[config.mk]
export PLATFORM = sky130hd
export DESIGN_NAME = prog_freq_divider
export DESIGN_NICKNAME = d
export VERILOG_FILES = /design/src/rtl/prog_freq_divider.sv
export SDC_FILE = /design/constraint.sdc
export NUM_CORES = 1
export LEC_CHECK = 0
export CAP_MARGIN = 20
export CORE_ASPECT_RATIO = 0.8
export CORE_MARGIN = 2
export CORE_UTILIZATION = 30
export CTS_CLUSTER_DIAMETER = 40
export DETAILED_ROUTE_END_ITERATION = 8
export RECOVER_POWER = 100
export SYNTH_ARGS = -nofsm -noshare
export SYNTH_HDL_FRONTEND = slang
export SYNTH_SLANG_ARGS = --single-unit
export TNS_END_PERCENT = 5
[constraint.sdc]
create_clock -name clk -period 2.8 [get_ports clk]
set_input_delay 0.28 -clock clk [delete_from_list [all_inputs] [get_ports clk]]
set_output_delay 0.28 -clock clk [all_outputs]
set_load 0.02 [all_outputs]
[src/rtl/prog_freq_divider.sv]
// Runtime-programmable integer clock divider, 50% duty for even and odd N.
// Divisor changes are deferred to period boundaries so clk_out never runts.
module prog_freq_divider #(
  parameter int WIDTH       = 4,
  parameter int DEFAULT_DIV = 3
) (
  input  logic             clk,
  input  logic             reset,
  input  logic             en,
  input  logic             load,
  input  logic [WIDTH-1:0] div,
  output logic             clk_out,
  output logic [WIDTH-1:0] pos_count,
  output logic [WIDTH-1:0] neg_count,
  output logic             tick,
  output logic [WIDTH-1:0] div_active,
  output logic             err
);

  typedef enum logic {
    IDLE,
    RUN
  } state_t;

  localparam logic [WIDTH-1:0] DEF = WIDTH'(DEFAULT_DIV);
  localparam logic [WIDTH-1:0] MIN = WIDTH'(2);

  state_t           state;
  state_t           state_nx;
  logic [WIDTH-1:0] cnt_nx;
  logic [WIDTH-1:0] act_nx;
  logic [WIDTH-1:0] pending;
  logic [WIDTH-1:0] pend_nx;
  logic [WIDTH-1:0] half;
  logic             pend_valid;
  logic             pv_nx;
  logic             p_out;
  logic             p_nx;
  logic             n_out;
  logic             tick_nx;
  logic             err_nx;
  logic             wrap;
  logic             start;
  logic             apply;

  assign half = div_active >> 1;
  assign wrap = (pos_count == div_active - 1'b1);

  always_comb begin
    state_nx = state;
    cnt_nx   = pos_count;
    act_nx   = div_active;
    pend_nx  = pending;
    pv_nx    = pend_valid;
    err_nx   = err;
    p_nx     = 1'b0;
    tick_nx  = 1'b0;
    start    = 1'b0;
    apply    = 1'b0;
    unique case (state)
      IDLE: begin
        cnt_nx = '0;
        if (en) begin
          state_nx = RUN;
          start    = 1'b1;
          apply    = 1'b1;
        end
      end
      RUN: begin
        if (wrap) begin
          cnt_nx = '0;
          apply  = 1'b1;
          if (en) start = 1'b1;
          else state_nx = IDLE;
        end else begin
          cnt_nx = pos_count + 1'b1;
          p_nx   = (cnt_nx < half);
        end
      end
      default: state_nx = IDLE;
    endcase
    // A fresh period always opens high since H >= 1 for every legal N.
    if (start) begin
      tick_nx = 1'b1;
      p_nx    = 1'b1;
    end
    if (apply && pend_valid) begin
      act_nx = pending;
      pv_nx  = 1'b0;
    end
    // A load on the boundary edge lands in pending for the next boundary.
    if (load) begin
      if (div >= MIN) begin
        pend_nx = div;
        pv_nx   = 1'b1;
      end else begin
        err_nx = 1'b1;
      end
    end
  end

  always_ff @(posedge clk or negedge reset) begin
    if (!reset) begin
      state      <= IDLE;
      pos_count  <= '0;
      p_out      <= 1'b0;
      tick       <= 1'b0;
      div_active <= DEF;
      pending    <= DEF;
      pend_valid <= 1'b0;
      err        <= 1'b0;
    end else begin
      state      <= state_nx;
      pos_count  <= cnt_nx;
      p_out      <= p_nx;
      tick       <= tick_nx;
      div_active <= act_nx;
      pending    <= pend_nx;
      pend_valid <= pv_nx;
      err        <= err_nx;
    end
  end

  // Half-cycle stretch only matters for odd ratios.
  always_ff @(negedge clk or negedge reset) begin
    if (!reset) begin
      n_out     <= 1'b0;
      neg_count <= '0;
    end else begin
      n_out     <= div_active[0] & p_out;
      neg_count <= pos_count;
    end
  end

  assign clk_out = p_out | n_out;

endmodule

# Yosys cells after proc, flatten, opt, wreduce, memory -nomap -nowiden
# Cells that the tools add are included.
[word_totals]
regBits = 22
output_inout_bits = 15
[classes]
addsub = 2
n_bitwise = 4
mux = 16
eq_ne = 1
reduce_logical = 3
order_cmp = 2
[ops]
columns = ["operator", "n"]
rows = [
  ["$mux W1", 11],
  ["$pmux W4 S2", 1],
  ["$pmux W1 S2", 3],
  ["$add A4 B1 Y4 const B", 1],
  ["$eq A4 B4 Y1", 1],
  ["$ge A4 B2 Y1 const B", 1],
  ["$lt A4 B3 Y1", 1],
  ["$mux W4", 1],
  ["$reduce_and A2 Y1", 2],
  ["$sub A4 B1 Y4 const B", 1],
  ["$not A1 Y1", 2],
  ["$and A1 B1 Y1", 1],
  ["$logic_and A1 B1 Y1", 1],
  ["$or A1 B1 Y1", 1],
]

# Depth between registers and ports, before layout
[depth]
depth_word = 8
ltp_mapped = 6

==> impl_metrics.tcl <==
set metrics [dict create \
    status "completed" \
    cp.required_ns 2.52 \
    cts.root.buffer_cell "clkbuf_8" \
    hold_class "input port to asynchronous set/reset pin" \
    cp-start-kind "flip-flop" \
    antenna_found_initial 0 \
    clk_pin_slew_ns 0.08 \
    pin_count 23 \
    setup_violations 0 \
    grt_pass1_vias 636 \
    rr_startpoint "div_active[0]" \
    fin_skew_ns 0.01637 \
    worstPathMaxFanout 1 \
    die_height_um 55.63 \
    detail-route-antenna-nets 0 \
    num_vias 689 \
    wl_per_cell_um 11.63 \
    drc 0 \
    crit_path_end_kind "output pin" \
    place.gp.congestion 0.7386 \
    synth.distinct_cells 29 \
    layout_commonest_cell "dfrtp_1" \
    powerDensity_nw_per_um2 1195 \
    synth_adder_area_share 0.05006 \
    overflow 0 \
    critPathKind "flip-flop to output pin" \
    netlist_instances 86 \
    hold_viol 0 \
    cp.depth 2 \
    rsz0062_at_grt "no" \
    yosys-top-cells-area "dfrtp_1 (33%), dfrtn_1 (13%), dfstp_2 (11%)" \
    cp_top_family "flip-flops" \
    start_util 0.3193 \
    synth_compound_area_frac 0.1151 \
    grtUsageTotal 0.1069 \
    portBuffers 22 \
    std_cell_rows 18 \
    synthSimpleGateAreaFrac 0.1364 \
    drv_slew 0 \
    tightest_slew_ns 0.7216 \
    path_buf_inv 1 \
    synth_top_family_by_area "simple AND/OR/NAND/NOR gates" \
    arrival_ns 2.42 \
    die_w_um 68.54 \
    nets 126 \
    clock-sinks 22 \
    viasPerCell 4.503 \
    post_cts_buffers 0 \
    core_sq_um 3131 \
    yosys_register_bits 22 \
    crit_start "n_out" \
    synth-xor-area-share 0.07509 \
    slowest_delay_ns 0.32 \
    antennaDiodeCount 0 \
    wirelength_mm 1.779 \
    dieArea_sq_um 3813 \
    p_leak_nw 0.6216 \
    drive_above_1_share 0.1239 \
    yosysSeqAreaShare 0.5557 \
    fillers 314 \
    dpl.hpwl_mm 1.458 \
    ir_drop_uv 438.6 \
    dpl.cell_count 149 \
    final_cell_mix "dfrtp_1 (13), nand2_1 (12), dlygate4sd3_1 (12), inv_1 (11)" \
    cap_violations 0 \
    synth_top_area_frac 0.3254 \
    synth.net_count 98 \
    drt-initial-drc-count 7 \
    grt_first_pass_wirelength_mm 3.070 \
    cts_buffers 3 \
    rr_worst_depth 6 \
    path_cells "or2_2 -> clkbuf_2" \
    htreeDepth 1 \
    slowest_stage "dfrtn_1" \
    clk_path_buf_depth 2 \
    ys_warn_count 0 \
    clkLatencyLatePin_ns 0.27 \
    holdWs_ns 0.4336 \
    hold_buffers 0 \
    cts_tree "yes" \
    instances_no_fill 153 \
    synth.mux.area_fraction 0.02628 \
    synth_area_sq_um 999.7 \
    dr.pass1.iters 4 \
    syn2layout_area_growth_pct 31.04 \
    synth_top_area_cell "dfrtp_1" \
    grt_max_degree 13 \
    slew_headroom 0.5138 \
    avgSynthCellArea_sq_um 11.62 \
]
kinds of logic after synthesis:
| logic type | Yosys count |
|---|---|
| compound gates | 14 |
| xor+xnor | 7 |
| fa+ha+maj | 4 |
| buf+inv | 11 |
| flops | 22 |
| mux | 2 |
| simple gates | 26 |
power by group:
group | switching [W] | internal (W)
Sequential | 0.000103 | 0.000446
Clock | 0.0000959 | 0.000125
Combinational | 0.000407 | 0.000388
Total | 0.000606 | 0.000959
layout make-up:
cell class | count | area (sq um) | share of cell area
Sequential cell | 22 | 555.5 | 0.4241
Multi-Input combinational cell | 53 | 394.1 | 0.3009
Timing Repair Buffer | 23 | 214.0 | 0.1633
Clock buffer | 4 | 55.05 | 0.04202
Tap cell | 40 | 50.05 | 0.03820
Inverter | 11 | 41.29 | 0.03152
routing by layer:
layer,track usage,wire (um),vias to the layer above
li1,-,-,346
met1,0.1654,896,330
met2,0.1456,805,11
met3,0.03036,55,2
met4,0.02571,22,0
met5,0,0,-
cells in the mapped netlist (all sizes together):
cell type	instances
dfrtn	5
inv	11
o31a	1
dfrtp	13
a21o	2
o31ai	4
mux2	2
or2b	1
ha	4
xnor3	1
and2	2
a21bo	1
nand2	12
nand3	3
dfstp	4
xor2	3
o311ai	4
and2b	2
nor3	2
nor2	2
xnor2	3
a211oi	1
nand2b	1
o21ai	1
or2	1
timing repair:
item / 4_1_cts / 5_1_grt
gates resized for setup: 8 / 0
endpoints found under the setup margin: 5 / 0
hold endpoints to repair: 0 / 0
flip-flops by register name (all words and copies together) (netlist names):
name	cells
neg_count	4
pending	4
err	1
tick	1
pos_count	4
n_out	1
pend_valid	1
p_out	1
div_active	4
state	1
worst register-to-register path, cell delays in order, from the launching register on:
cell and delay (ns):
dfstp_1 0.64, inv_1 0.07, ha_1 0.20, xnor3_1 0.36, nand3_1 0.19, o21ai_0 0.64, mux2_4 0.35
per-stage QoR:
step / power [W] / setup TNS, ns / setup WS (ns) / area, sq um / utilization
after global routing: 0.001692 / 0 / 0.04893 / 1310 / 0.4185
after global placement: 0.001427 / 0 / 0.006056 / 1277 / 0.4081
after CTS: 0.001644 / 0 / 0.08150 / 1323 / 0.4225
after floorplan: 0.001133 / 0 / 0.4787 / 999.7 / -
after detailed placement: 0.001449 / -0.002501 / -0.002501 / 1277 / 0.4081
final: 0.001566 / 0 / 0.09650 / 1310 / 0.4185
worst paths after layout:
path                                     end  slack [ns]
worst max-delay path                 clk_out         0.1
worst min-delay path            pos_count[1]        0.43
worst max register to register         p_out        0.24
worst min register to register           err        0.45
max in group asynchronous       neg_count[3]        0.71
min in group clk                         err        0.45
Note: power is estimated with default switching activity, not from simulation.
